**src/rtl/bus_arbiter.sv**
```systemverilog
// bus_arbiter: two-master round-robin arbiter with hold-time limit, muxing
// the granted master onto the shared bus port and returning read data to it.
module bus_arbiter #(
   parameter int unsigned MAX_HOLD = 16
) (
   input  logic        clk,
   input  logic        reset_n,
   input  logic        m0_req,
   input  logic        m1_req,
   input  logic        m0_wr,
   input  logic        m1_wr,
   input  logic [15:0] m0_addr,
   input  logic [15:0] m1_addr,
   input  logic [63:0] m0_dout,
   input  logic [63:0] m1_dout,
   output logic        m0_grant,
   output logic        m1_grant,
   output logic [63:0] m0_din,
   output logic [63:0] m1_din,
   output logic        m_req,
   output logic        m_wr,
   output logic [15:0] m_addr,
   output logic [63:0] m_dout,
   input  logic [63:0] m_din
);

   localparam int unsigned CNT_W = 8;
   localparam logic [CNT_W-1:0] HOLD_LAST = CNT_W'(MAX_HOLD - 1);

   typedef enum logic [1:0] {
      IDLE = 2'd0,
      G0   = 2'd1,
      G1   = 2'd2
   } state_t;

   state_t           state;
   state_t           state_nxt;
   logic             last;       // master served most recently; loses the next tie
   logic             last_nxt;
   logic [CNT_W-1:0] hold_cnt;
   logic [CNT_W-1:0] hold_nxt;

   // State, round-robin pointer and hold counter registers
   always_ff @(posedge clk or negedge reset_n) begin
      if (!reset_n) begin
         state    <= IDLE;
         last     <= 1'b1;
         hold_cnt <= '0;
      end else begin
         state    <= state_nxt;
         last     <= last_nxt;
         hold_cnt <= hold_nxt;
      end
   end

   // Arbitration: next state, pointer update and hold counting
   always_comb begin
      state_nxt = state;
      last_nxt  = last;
      hold_nxt  = hold_cnt;

      case (state)
         IDLE: begin
            if (m0_req && m1_req) begin
               state_nxt = last ? G0 : G1;
            end else if (m0_req) begin
               state_nxt = G0;
            end else if (m1_req) begin
               state_nxt = G1;
            end
         end
         G0: begin
            if (!m0_req) begin
               state_nxt = m1_req ? G1 : IDLE;
            end else if (m1_req && (hold_cnt == HOLD_LAST)) begin
               state_nxt = G1;
            end
         end
         G1: begin
            if (!m1_req) begin
               state_nxt = m0_req ? G0 : IDLE;
            end else if (m0_req && (hold_cnt == HOLD_LAST)) begin
               state_nxt = G0;
            end
         end
         default: state_nxt = IDLE;
      endcase

      // Counter restarts on any transition; otherwise it only runs while
      // the other master is waiting, so a lone master is never timed out.
      if (state_nxt != state) begin
         hold_nxt = '0;
         if (state_nxt == G0) begin
            last_nxt = 1'b0;
         end else if (state_nxt == G1) begin
            last_nxt = 1'b1;
         end
      end else if ((state == G0) && m1_req && (hold_cnt != HOLD_LAST)) begin
         hold_nxt = hold_cnt + CNT_W'(1);
      end else if ((state == G1) && m0_req && (hold_cnt != HOLD_LAST)) begin
         hold_nxt = hold_cnt + CNT_W'(1);
      end
   end

   // Grant decode and bus-side mux straight from the registered state
   always_comb begin
      m0_grant = 1'b0;
      m1_grant = 1'b0;
      m0_din   = '0;
      m1_din   = '0;
      m_req    = 1'b0;
      m_wr     = 1'b0;
      m_addr   = '0;
      m_dout   = '0;

      case (state)
         G0: begin
            m0_grant = 1'b1;
            m_req    = m0_req;
            m_wr     = m0_wr;
            m_addr   = m0_addr;
            m_dout   = m0_dout;
            m0_din   = m_din;
         end
         G1: begin
            m1_grant = 1'b1;
            m_req    = m1_req;
            m_wr     = m1_wr;
            m_addr   = m1_addr;
            m_dout   = m1_dout;
            m1_din   = m_din;
         end
         default: ;
      endcase
   end

endmodule

```
**config.mk**
```make
export PLATFORM = sky130hd
export DESIGN_NAME = bus_arbiter
export DESIGN_NICKNAME = d
export VERILOG_FILES = /design/src/rtl/bus_arbiter.sv
export SDC_FILE = /design/constraint.sdc
export NUM_CORES = 1
export LEC_CHECK = 0
export ABC_AREA = 1
export BUFFER_PORTS_ARGS = -buffer_cell sky130_fd_sc_hd__buf_4
export CAP_MARGIN = 25
export CORE_AREA = 10 10 165 167
export DETAILED_ROUTE_END_ITERATION = 12
export DIE_AREA = 0 0 175 177
export SLEW_MARGIN = 20
export SYNTH_ARGS = -nofsm -noshare
export SYNTH_HDL_FRONTEND = slang
export SYNTH_SLANG_ARGS = --single-unit
```
**constraint.sdc**
```tcl
create_clock -name clk -period 2 [get_ports clk]
set_input_delay 0.4 -clock clk [delete_from_list [all_inputs] [get_ports clk]]
set_output_delay 0.4 -clock clk [all_outputs]
set_load 0.02 [all_outputs]
```
==> results.toml <==
[power_and_ir_drop]
intPower_w = 0.00507
leakage_nw = 4.80
p_seq_share_pct = 2.8
switching_share_pct = 54.2
power_frac_comb_pct = 93.8
max-vdd-ir-drop_v = 0.000623
clock_power_share_pct = 3.5
pwr_density_cell_mw_per_mm2 = 1330
power.switching_w = 0.00599

[synth]
syn_inst = 648
avgSynthCellArea_um2 = 4.53
syn_area_mm2 = 0.00293
synth_top_area_share_pct = 40.2
synthTopCellsByArea = "nand2_1 40%, inv_1 18%, a21oi_1 14%, dfrtp_1 8.5%, clkbuf_1 3.8%"
syn_nets = 884
ys_warn_count = 0
synth-edff-count = 0
ys_seq_elements = 11
netlist-cell-type-count = 23
yosysSeqAreaShare_pct = 9.42
synth_top_cells_by_count = "314 x nand2_1, 143 x inv_1, 85 x a21oi_1"
synth_ff_type = "dfrtp_1"
async_flop_share_pct = 100
synth_largest_area_cell = "nand2_1"
yosysMostFrequentCell = "nand2_1"

[finish]
antenna_cells = 0
syn_to_final_growth_pct = 183
drive_gt1_share_pct = 57.8
layout.nets = 1340
design_area_mm2 = 0.00830
ff_latch_area_um2 = 277
multi_input_area_mm2 = 0.00242
fillers = 2534
layoutNonFillerInstCount = 1427

[clocking]
cts_max_level = 1
clkSinkCount = 11
cts_made_buffers = 3
clock_path_buffers = 2
root_buffer = "clkbuf_16"
cts_tree = "built"
clk_latency_ps = 250
cts.clk_slew.worst_paths_ps = 50

[floorplanning]
ios = 442
rows = 57
die-height_um = 177
initial_core_util_pct = 12.2
core_area_mm2 = 0.0240
dieArea_mm2 = 0.0310
die-width_um = 175

[setup_path]
cp-end-kind = "output pin"
r2r_slack_ps = 0
cp_max_fo = 9
path_class = "reg -> out"
startpoint_type = "flop"
cp_data_required_time_ps = 1600
cp_data_arrival_time_ps = 1670

[timing]
clock_skew_ps = 6.41
maxSlewViolCount = 0
setup_ws_ps = -66.8
worstMarginPinSlew_ps = 214
fmaxAchievable_mhz = 484
min_period_over_period_pct = 103
rsz0062_at_grt = "true"
min_period_ps = 2070
setup_viol_count_final = 100
finalHoldViolCount = 0
slew_headroom_pct = 85.7

[grt]
grt_pass1_wl_mm = 34.2
grt_max_degree = 38
grt_usage_pct = 13.9
grt_pass1_vias = 5844
grt_overflow = 0
antenna_found_initial = 0

[place]
hpwl_mm = 19.6
place_area_mm2 = 0.00704
place.gp.congestion = 0.881
portBuffers = 441
post-place-ws_ps = 139
dp_cells = 1389

[status]
failed_checks = "negative setup slack"
outcome = "finished with violations"

[routing]
dr.pass1.iters = 4
vias = 5741
via_per_inst = 4.02
drt_iter0_drc = 192
avgRoutedWirePerCell_um = 18.4
drt-total-wl_mm = 26.3
ant_nets = 0
drc = 0

[job]
maxCapViolCount = 0

[min_path]
hold_path_class = "reg -> reg"
[cell usage in the layout (no fill, tap or decap)]
cell and count:
buf_4 357, nand2_1 290, inv_1 122, buf_6 102, a21oi_2 79, nand2_2 23
inv_2 21, nor2_1 18, clkbuf_16 12, buf_16 10, dfrtp_1 10, buf_12 10
nand2_4 7, nand3_1 6, a21oi_1 4, ha_1 4, nor2_2 3, a21oi_4 3
xnor2_1 3, nor3_2 2, o21ai_0 2, nand4_1 2, xor2_1 2, ha_4 2
buf_8 2, inv_6 1, o22ai_4 1, a31o_2 1, nor3_4 1, clkbuf_1 1
dlygate4sd3_1 1, dfstp_2 1
[metrics by stage]
step                power, W  hold slack [ps]  TNS (ps)  util (%)
floorplan            0.00482              104     -3490         -
global placement     0.00834              248         0      29.4
detailed placement   0.00837              249         0      29.4
CTS                  0.00994              477     -4050      31.9
global route          0.0118              504    -11130      34.6
finish                0.0111              477     -2430      34.6
[cell type report]
| class | count | share of cell area [%] |
|---|---|---|
| clock buffers | 4 | 0.950 |
| inverters | 144 | 6.58 |
| multi-input cells | 453 | 29.2 |
| flip-flops and latches | 11 | 3.33 |
| well taps | 324 | 4.89 |
| repair buffers | 491 | 55.1 |
[per-layer routing]
metal / track usage [%] / share of wire, %
met1: 14.5 / 36
met2: 25.6 / 52
met3: 5.36 / 10
met4: 3.14 / 1.7
met5: 0 / 0
[power groups by stage]
stage          sequential (W)  combinational, W  clock, W
3_5_place_dp         0.000303           0.00806         0
4_1_cts              0.000304           0.00925  0.000389
5_1_grt              0.000313            0.0111  0.000395
3_3_place_gp         0.000303           0.00804         0
6_report             0.000305            0.0104  0.000384
2_1_floorplan        0.000309           0.00451         0
[sequential cells by signal, indices dropped and copies added (netlist names)]
register	flops
state	2
hold_cnt	8
last	1
[path summary, 6_finish.rpt]
check | start | endpoint | depth (start not counted)
max reg2reg | state[0] | last | 14
max | state[0] | m_addr[13] | 7
min | last | last | 2
min reg2reg | last | last | 2
max in group asynchronous | reset_n | last | 2
min in group asynchronous | reset_n | hold_cnt[5] | 2
[worst max-delay path, cell delays in order, from the launching register on]
cell and delay (ps):
dfrtp_1 390, inv_2 110, ha_4 180, buf_12 180
buf_12 140, nand2_1 110, a21oi_2 170, buf_6 140
[cell families after synthesis]
kind of cell | Yosys count | synth area share (%)
compound gates | 90 | 15.9
xor+xnor | 5 | 1.49
flops | 11 | 9.42
fa+ha+maj | 6 | 2.56
simple gates | 352 | 46.9
buf+inv | 184 | 23.8
[timing repair]
action | 4_1_cts | 5_1_grt
setup endpoints to repair | 106 | 188
hold endpoints to repair | 10 | 0
hold buffers | 1 | 0
pin swaps | 4 | 18
resized for setup | 59 | 120
setup buffers | 9 | 9
cloned | 7 | 11
Note: power is estimated with default switching activity, not from simulation.
